### src/rtl/mem_wb_commit.sv
// MEM/WB pipeline register with regfile write port, architectural HI/LO
// ownership (with WB-stage bypass to EX) and a retired-instruction counter.
module mem_wb_commit #(
    parameter int DW = 32,
    parameter int AW = 5,
    parameter int CW = 32
) (
    input  logic          clk,
    input  logic          rst,
    input  logic [5:0]    stall,
    input  logic          flush,
    input  logic          mem_valid,
    input  logic          mem_wreg,
    input  logic [AW-1:0] mem_wd,
    input  logic [DW-1:0] mem_wdata,
    input  logic          mem_whilo,
    input  logic [DW-1:0] mem_hi,
    input  logic [DW-1:0] mem_lo,
    output logic          wb_wreg,
    output logic [AW-1:0] wb_wd,
    output logic [DW-1:0] wb_wdata,
    output logic          wb_whilo,
    output logic [DW-1:0] wb_hi,
    output logic [DW-1:0] wb_lo,
    output logic [DW-1:0] hi_rd,
    output logic [DW-1:0] lo_rd,
    output logic [CW-1:0] retired
);

    logic          wb_valid;
    logic [DW-1:0] hi_q;
    logic [DW-1:0] lo_q;
    logic          load_bubble;
    logic          load_mem;
    logic          wb_commit;
    logic          unused_stall;

    assign unused_stall = ^stall[3:0];

    always_comb begin
        load_bubble = flush || (stall[4] && !stall[5]);
        load_mem    = !stall[4];
        wb_commit   = !stall[5];
    end

    // Reset and bubble share the all-zero path; flush outranks the MEM load.
    always_ff @(posedge clk) begin
        if (rst || load_bubble) begin
            wb_valid <= 1'b0;
            wb_wreg  <= 1'b0;
            wb_wd    <= '0;
            wb_wdata <= '0;
            wb_whilo <= 1'b0;
            wb_hi    <= '0;
            wb_lo    <= '0;
        end else if (load_mem) begin
            wb_valid <= mem_valid;
            wb_wreg  <= mem_wreg;
            wb_wd    <= mem_wd;
            wb_wdata <= mem_wdata;
            wb_whilo <= mem_whilo;
            wb_hi    <= mem_hi;
            wb_lo    <= mem_lo;
        end
    end

    // A WB-stalled entry is held in the register above and commits on release.
    always_ff @(posedge clk) begin
        if (rst) begin
            hi_q    <= '0;
            lo_q    <= '0;
            retired <= '0;
        end else if (wb_commit) begin
            if (wb_whilo) begin
                hi_q <= wb_hi;
                lo_q <= wb_lo;
            end
            if (wb_valid) begin
                retired <= retired + CW'(1);
            end
        end
    end

    always_comb begin
        hi_rd = wb_whilo ? wb_hi : hi_q;
        lo_rd = wb_whilo ? wb_lo : lo_q;
    end

endmodule
### config.mk
export PLATFORM = sky130hd
export DESIGN_NAME = mem_wb_commit
export DESIGN_NICKNAME = d
export VERILOG_FILES = /design/src/rtl/mem_wb_commit.sv
export SDC_FILE = /design/constraint.sdc
export NUM_CORES = 1
export LEC_CHECK = 0
export ABC_AREA = 0
export BUFFER_PORTS_ARGS = -buffer_cell sky130_fd_sc_hd__buf_4
export CAP_MARGIN = 10
export CELL_PAD_IN_SITES_DETAIL_PLACEMENT = 0
export CELL_PAD_IN_SITES_GLOBAL_PLACEMENT = 2
export CORE_MARGIN = 8
export CORE_UTILIZATION = 28
export DETAILED_ROUTE_END_ITERATION = 7
export HOLD_SLACK_MARGIN = 0.06
export PLACE_DENSITY_LB_ADDON = 0.08
export SETUP_SLACK_MARGIN = 0.3
export SYNTH_ARGS = -nofsm -noshare
export SYNTH_HDL_FRONTEND = slang
export SYNTH_SLANG_ARGS = --single-unit
### constraint.sdc
create_clock -name clk -period 2.4 [get_ports clk]
set_clock_uncertainty 0.05 [all_clocks]
set_input_delay 0.36 -clock clk [delete_from_list [all_inputs] [get_ports clk]]
set_output_delay 0.36 -clock clk [all_outputs]
set_load 0.01 [all_outputs]
# After elaboration in Yosys (flattened, before gate mapping)
# Cells that the tools add are included.
[classes]
n_mux = 2
bitwise_logic = 1
reduce_logical = 5
n_addsub = 1
[op_table]
columns = ["op", "n"]
rows = [
  ["32-bit two-way mux", 2],
  ["32-bit by 1-bit adder with 32-bit output, second input constant", 1],
  ["1-bit logical OR", 2],
  ["2-bit AND reduction", 1],
  ["1-bit logical AND", 1],
  ["1-bit zero test", 1],
  ["1-bit inverter", 1],
]
[word_totals]
register_bits = 200
wordCells = 19
inputBits = 113
output_inout_bits = 199

# Depth between registers and ports, before layout
# Gate-level depths: netlist (run 1).
[logic_depth]
ltp_word = 4
ltp_mapped = 7
depth_no_buf = 5

# Least setup slack after synthesis (run 1)
# OpenSTA, ideal clock, no wires.
[synth_timing]
kind = "register to register"
start = "reg retired[0]"
end = "reg retired[16]"
synth_period_minus_slack_ps = 2166
setup_time_ps = 70
slack_ps = 234
t_arrival_ps = 2046
required_ps = 2280
path_stages_with_launch = 7
n_path_buf = 1
path_cell_list = "dfxtp_1 -> ha_1 -> nand3b_4 -> or4_1 -> buf_2 -> or4_1 -> a21oi_1"
[synth_between]
elab_chain_len = 1
[synth_rtl]
columns = ["element", "line_no", "text"]
rows = [
  ["start: declaration", "27", "output logic [CW-1:0] retired"],
  ["start signal: assignment", "79", "retired <= retired + CW'(1);"],
  ["32-bit by 1-bit adder with 32-bit output", "79", ""],
]
# No other way between the ends.
# A chain may end at the register's enable or synchronous reset.

# Worst setup path in the final report (run 1)
[layout_timing]
start = "reg wb_whilo"
end = "out lo_rd[9]"
[layout_between]
elab_chain_len = 1
[layout_rtl]
columns = ["element", "line_no", "text"]
rows = [
  ["start: declaration", "22", "output logic wb_whilo,"],
  ["start signal: assignment", "61", "wb_whilo <= mem_whilo;"],
  ["32-bit two-way mux", "-", ""],
  ["end: declaration", "26", "output logic [DW-1:0] lo_rd,"],
]
# No other way between the ends.

==> impl_results.md, run 1 <==
- Post-Route WL: 27000 µm
- Final WS setup: 374 ps
- Synth Instances: 866
- R2r startpoint: retired[1]$_SDFFE_PP0P_
- Multi-input logic area: 4040 µm²
- Critical path launch point: wb_whilo$_SDFFE_PP0N_
- Detailed router's first-iteration violation count: 252
- Synthesized area per cell: 9.52 µm²
- Row count: 63
- Core Region: 29300 µm²
- Cts bufs inserted: 17
- Final slew viol count: 0
- Vias per cell: 4.52
- #FFs+latches synth: 200
- Period utilization: 84.4%
- Reg area: 4020 µm²
- Post-synth cell types: 31
- Clock Latency Late Sink: 440 ps
- Final cell count without fillers: 1559
- Max Cap Viol: 0
- RSZ-0062 raised after global routing: yes
- Seq pwr share: 47.3%
- Port Buffers: 307
- Root buf cell: clkbuf_16
- Post-synth top area share: 48.6%
- Area growth, synth to finish: 42.5%
- Fin crit period: 2030 ps
- Total grt overflow: 0
- CTS tree: done
- Status: complete, no violations
- Hold_sp: mem_wdata[6]
- Hold Path Class: in -> reg
- Synth Warn #: 0
- Core Util, Final: 40.1%
- Post-layout net count: 1270
- Initial antenna violation count: 3
- Die area: 35200 µm²
- CP Capture Type: output pin
- DR pass1 iterations: 4
- Number of fillers in the final layout: 3019
- Finished Cell Area: 11700 µm²
- Worst slack, placed: 172 ps
- Final setup viols: 0
- WS Path Type: reg -> out
- Maximum vdd drop: 0.372 mV
- Layout cells sized above 1: 38.2%
- Combinational fraction of design power: 12.4%
- Top post-synthesis cells by area: dfxtp_1 (49%), mux2i_1 (13%), mux2_2 (8.9%), nor2_1 (8.3%), nor2b_1 (5.0%)
- Seq/Total Area, Yosys: 48.6%
- Worst Max-Slew Pin Slew: 653 ps
- Die Wd: 188 µm
- CP required: 1990 ps
- Post-detailed-route wirelength per cell: 17.3 µm
- Die Height: 188 µm
- Post-placement cell area: 11000 µm²
- Clock Power Share: 40.3%
- Pwr Total: 7.39 mW
- N_diodes: 0
- CTS clk-pin slew, worst paths: 90 ps
- Initial core utilization: 28.1%
- First-pass GRT wire length: 42000 µm
- GP Congestion: 0.702
- Max Freq: 0.494 GHz
- Kind of start point of the critical path: flop
- Total global-route track usage: 14.9%
- Htree depth: 4
- DP Cell Count: 1520
- TNS Setup: 0 ps
- Post-Syn Nets: 980
- Final hold vios: 0
- Crit Path Max Fanout: 33
- Clk buf depth: 2
- # DRC: 0
- DR vias: 7045
- Sw frac: 26.7%
- Sink Count: 200
- DP HPWL: 18700 µm
- Largest net degree at the start of global routing: 81
- Worst EP arrival: 1620 ps
- IO Pins: 312
- Sw Pwr: 1.97 mW
- Pint: 5.42 mW
- Number of global-route vias before repair: 7120
- Hold WS: 91.6 ps
- Antenna-violating nets left: 0
- Normalized max-slew margin: 56.5%
- Pwr dens: 629 nW/µm²
- Area leader, netlist: dfxtp_1
- Post-Syn Area: 8240 µm²
- P_leak: 5.23 nW
## cell type report
| class | instances | area share [%] |
|---|---|---|
| Clock inverter | 14 | 1.51 |
| Tap cell | 390 | 4.15 |
| Sequential cell | 200 | 34.2 |
| Multi-Input combinational cell | 601 | 34.4 |
| Inverter | 4 | 0.128 |
| Clock buffer | 18 | 3.65 |
| Timing Repair Buffer | 332 | 22.0 |
## worst max-delay path, stage by stage, from the launching register on
cell and delay (ps):
dfxtp_4 410, buf_16 240, mux2_2 380, buf_4 150
## logic make-up (layout without fill, tap and decap cells)
family	Yosys count	after routing	synth area share (%)
compound gates	39	39	2.82
xor+xnor	11	11	1.17
fa+ha+maj	1	1	0.152
buf+inv	65	368	3.07
flops	200	200	48.6
mux	170	170	21.6
simple gates	380	380	22.6
## layout by cell type, fill, tap and decap left out, types with 2 or more instances in the layout
cell       count
mux2i_1      105
clkinv_8       4
nand3_1        8
nor4_1         4
mux2_2        65
nor2_1       182
or4_1         13
o31ai_1       15
buf_4        323
dfxtp_1      191
nand2_1       11
and4_1         6
clkbuf_16     17
a21oi_1       17
or3_1          4
xor2_1         5
xnor2_1        6
nor2b_1       66
buf_12         3
inv_1          4
dfxtp_2        6
nand4_1       11
buf_16         2
inv_6          5
o21ai_0        4
buf_6          3
nor3_1        66
inv_8          2
dfxtp_4        3
or4_4          3
a21oi_2        2
## power groups by stage
stage / Combinational, mW / Clock, mW / Sequential, mW
after floorplan: 0.471 / 0 / 3.58
after global placement: 0.927 / 0 / 3.58
after detailed placement: 0.932 / 0 / 3.58
after CTS: 0.941 / 3.12 / 3.50
after global routing: 1.01 / 3.25 / 3.52
final: 0.917 / 2.97 / 3.50
## final timing paths
kind / endpoint / slack, ps / cells after the start
min: wb_wdata[6]$_SDFFE_PP0N_ / 90 / 3
max reg2reg: retired[26]$_SDFFE_PP0P_ / 390 / 6
max: lo_rd[9] / 370 / 3
min reg2reg: retired[31]$_SDFFE_PP0P_ / 440 / 2
## repair_timing
item | 4_1_cts | 5_1_grt
gates resized for setup | 8 | 11
pin swaps | 1 | 4
endpoints found under the setup margin | 71 | 45
gates cloned | 2 | 0
hold buffers | 0 | 0
buffers inserted | 2 | 3
## synthesized netlist by cell type
master / n
or4_1: 16
nor4_1: 4
ha_1: 1
mux2i_1: 105
nand4b_1: 1
buf_1: 14
nand2_1: 11
mux2_2: 65
xor2_1: 5
o21ai_1: 1
nand3_2: 1
nor2b_1: 66
a21oi_1: 19
buf_2: 1
nor3_1: 66
dfxtp_1: 200
o21ai_0: 4
o31ai_1: 15
buf_6: 1
nand4_1: 11
nor4b_1: 1
clkbuf_1: 45
or3_1: 4
or3_2: 1
inv_1: 4
and4_1: 6
nand3b_4: 1
nor2_1: 182
and3_1: 1
nand3_1: 8
xnor2_1: 6
## registers in the layout (all words and copies together) (netlist names), 5 cells and up
name      flops
hi_q         32
lo_q         32
retired      32
wb_hi        32
wb_lo        32
wb_wd         5
wb_wdata     32
## per-layer routing
metal	global-route usage (%)	part of all wire (%)	vias up
met2	24.0	46	200
met4	2.82	0.74	6
met3	6.85	9.5	19
met1	18.3	44	3266
li1	-	-	3554
met5	0	0.15	-
Power figures use the tool's default switching activity.
==> run 2: changes to the inputs <==
- CORE_UTILIZATION: 28 -> 26
- clock period: 2.4 -> 1.7 ns (I/O delays scaled with it)
==> impl_results.md, run 2 (synthesis results as in run 1) <==
- DR pass1 iterations: 4
- Fin crit period: 1940 ps
- Max Freq: 0.516 GHz
- Area growth, synth to finish: 77.3%
- DP HPWL: 20100 µm
- RSZ-0062 raised after global routing: yes
- Total global-route track usage: 15.4%
- GP Congestion: 0.746
- Finished Cell Area: 14600 µm²
- R2r startpoint: retired[1]$_SDFFE_PP0P_
- Most frequent cells in the layout: buf_4 (278), dfxtp_1 (178), nor2_1 (166)
- Maximum vdd drop: 0.632 mV
- # DRC: 0
- Total grt overflow: 0
- Htree depth: 4
- Multi-input logic area: 4610 µm²
- CP Capture Type: output pin
- Post-layout net count: 1449
- Normalized max-slew margin: 44.3%
- Initial core utilization: 26.3%
- Worst Max-Slew Pin Slew: 836 ps
- Layout cells sized above 1: 43.6%
- Worst EP arrival: 1630 ps
- Post-Route WL: 30000 µm
- DR vias: 7776
- Root buf cell: clkbuf_16
- Reg area: 4040 µm²
- WS Path Type: reg -> out
- CTS clk-pin slew, worst paths: 90 ps
- Final slew viol count: 0
- Period utilization: 114%
- CTS tree: done
- Vias per cell: 4.44
- Die area: 37700 µm²
- Die Height: 194 µm
- Clock Latency Late Sink: 440 ps
- Sink Count: 200
- Clk buf depth: 2
- Post-placement cell area: 11400 µm²
- Status: finished, violations left
- R2R cell count: 5
- Number of fillers in the final layout: 3073
- Pwr Total: 11.5 mW
- Detailed router's first-iteration violation count: 245
- Port Buffers: 307
- Die Wd: 194 µm
- Most common cell after layout, fill and taps aside: buf_4
- TNS Setup: -14770 ps
- Pwr dens: 786 nW/µm²
- CP required: 1390 ps
- Max Cap Viol: 0
- Initial antenna violation count: 2
- Post-detailed-route wirelength per cell: 17.1 µm
- First-pass GRT wire length: 46700 µm
- IO Pins: 312
- Largest net degree at the start of global routing: 74
- Number of global-route vias before repair: 7998
- Critical path launch point: wb_whilo$_SDFFE_PP0N_
- Core Region: 31400 µm²
- Hold Path Class: in -> reg
- Hold_sp: stall[4]
- Kind of start point of the critical path: flop
- Final hold vios: 0
- Antenna-violating nets left: 0
- Cts bufs inserted: 17
- Row count: 65
- P_leak: 6.53 nW
- Final WS setup: -239 ps
- Final setup viols: 83
- Crit Path Max Fanout: 5
- Hold depth: 3
- Failing checks: setup timing
==> run 2: changes by cell type in the layout (fill, tap and decap cells not counted), moves of 11 or more <==
cell           delta
dlygate4sd3_1   +104
buf_6           +103
mux2_2           -62
mux2_4           +62
buf_4            -45
nor2_1           -16
dfxtp_1          -13
dfxtp_2          +13
nor3_1           -12
nor2_4           +11
==> run 2: per-layer routing <==
layer	GRT usage [%]	vias up	part of all wire, %
li1	-	3918	-
met1	18.1	3691	43
met2	26.8	156	50
met3	5.45	11	6.4
met4	3.17	0	0.71
met5	0	-	0
==> run 2: stage by stage <==
stage               hold WS [ps]  setup slack [ps]  utilization (%)  std cells
floorplan                    349              -212                -        866
global placement             428              -217             36.3       1570
detailed placement           434              -235             36.3       1570
CTS                         81.4              -272             44.8       1736
global route                86.9              -295             46.5       1752
finish                       106              -239             46.5       1752
==> run 2: worst max-delay path, cell delays in order, from the launching register on <==
cell	delay, ps
dfxtp_4	360
buf_12	130
buf_8	130
buf_12	130
mux2_4	320
buf_6	130
==> run 2: area by class of cell <==
type,instances,area share (%)
clock inverters,15,1.76
repair buffers,510,32.6
clock buffers,17,2.91
diodes,2,0.0343
inverters,4,0.103
well taps,402,3.44
flip-flops and latches,200,27.6
multi-input cells,602,31.5
==> run 2: final timing paths <==
path                               endpoint  slack [ps]
hold / removal    wb_wdata[26]$_SDFFE_PP0N_         110
setup / recovery                  hi_rd[17]        -240
hold reg to reg    retired[31]$_SDFFE_PP0P_         440
setup reg to reg   retired[26]$_SDFFE_PP0P_        -200
==> run 2: timing repair <==
| item | in CTS | in global routing |
|---|---|---|
| cloned | 5 | 1 |
| hold buffers | 104 | 0 |
| hold endpoints to repair | 104 | 0 |
| buffers inserted | 25 | 13 |
| setup endpoints to repair | 148 | 139 |
| pin swaps | 36 | 30 |
| resized for setup | 164 | 109 |
==> run 2: report_power, final <==
group	internal (mW)	switching, mW
Sequential	4.84	0.103
Clock	2.69	2.07
Combinational	1.05	0.735
Total	8.59	2.90
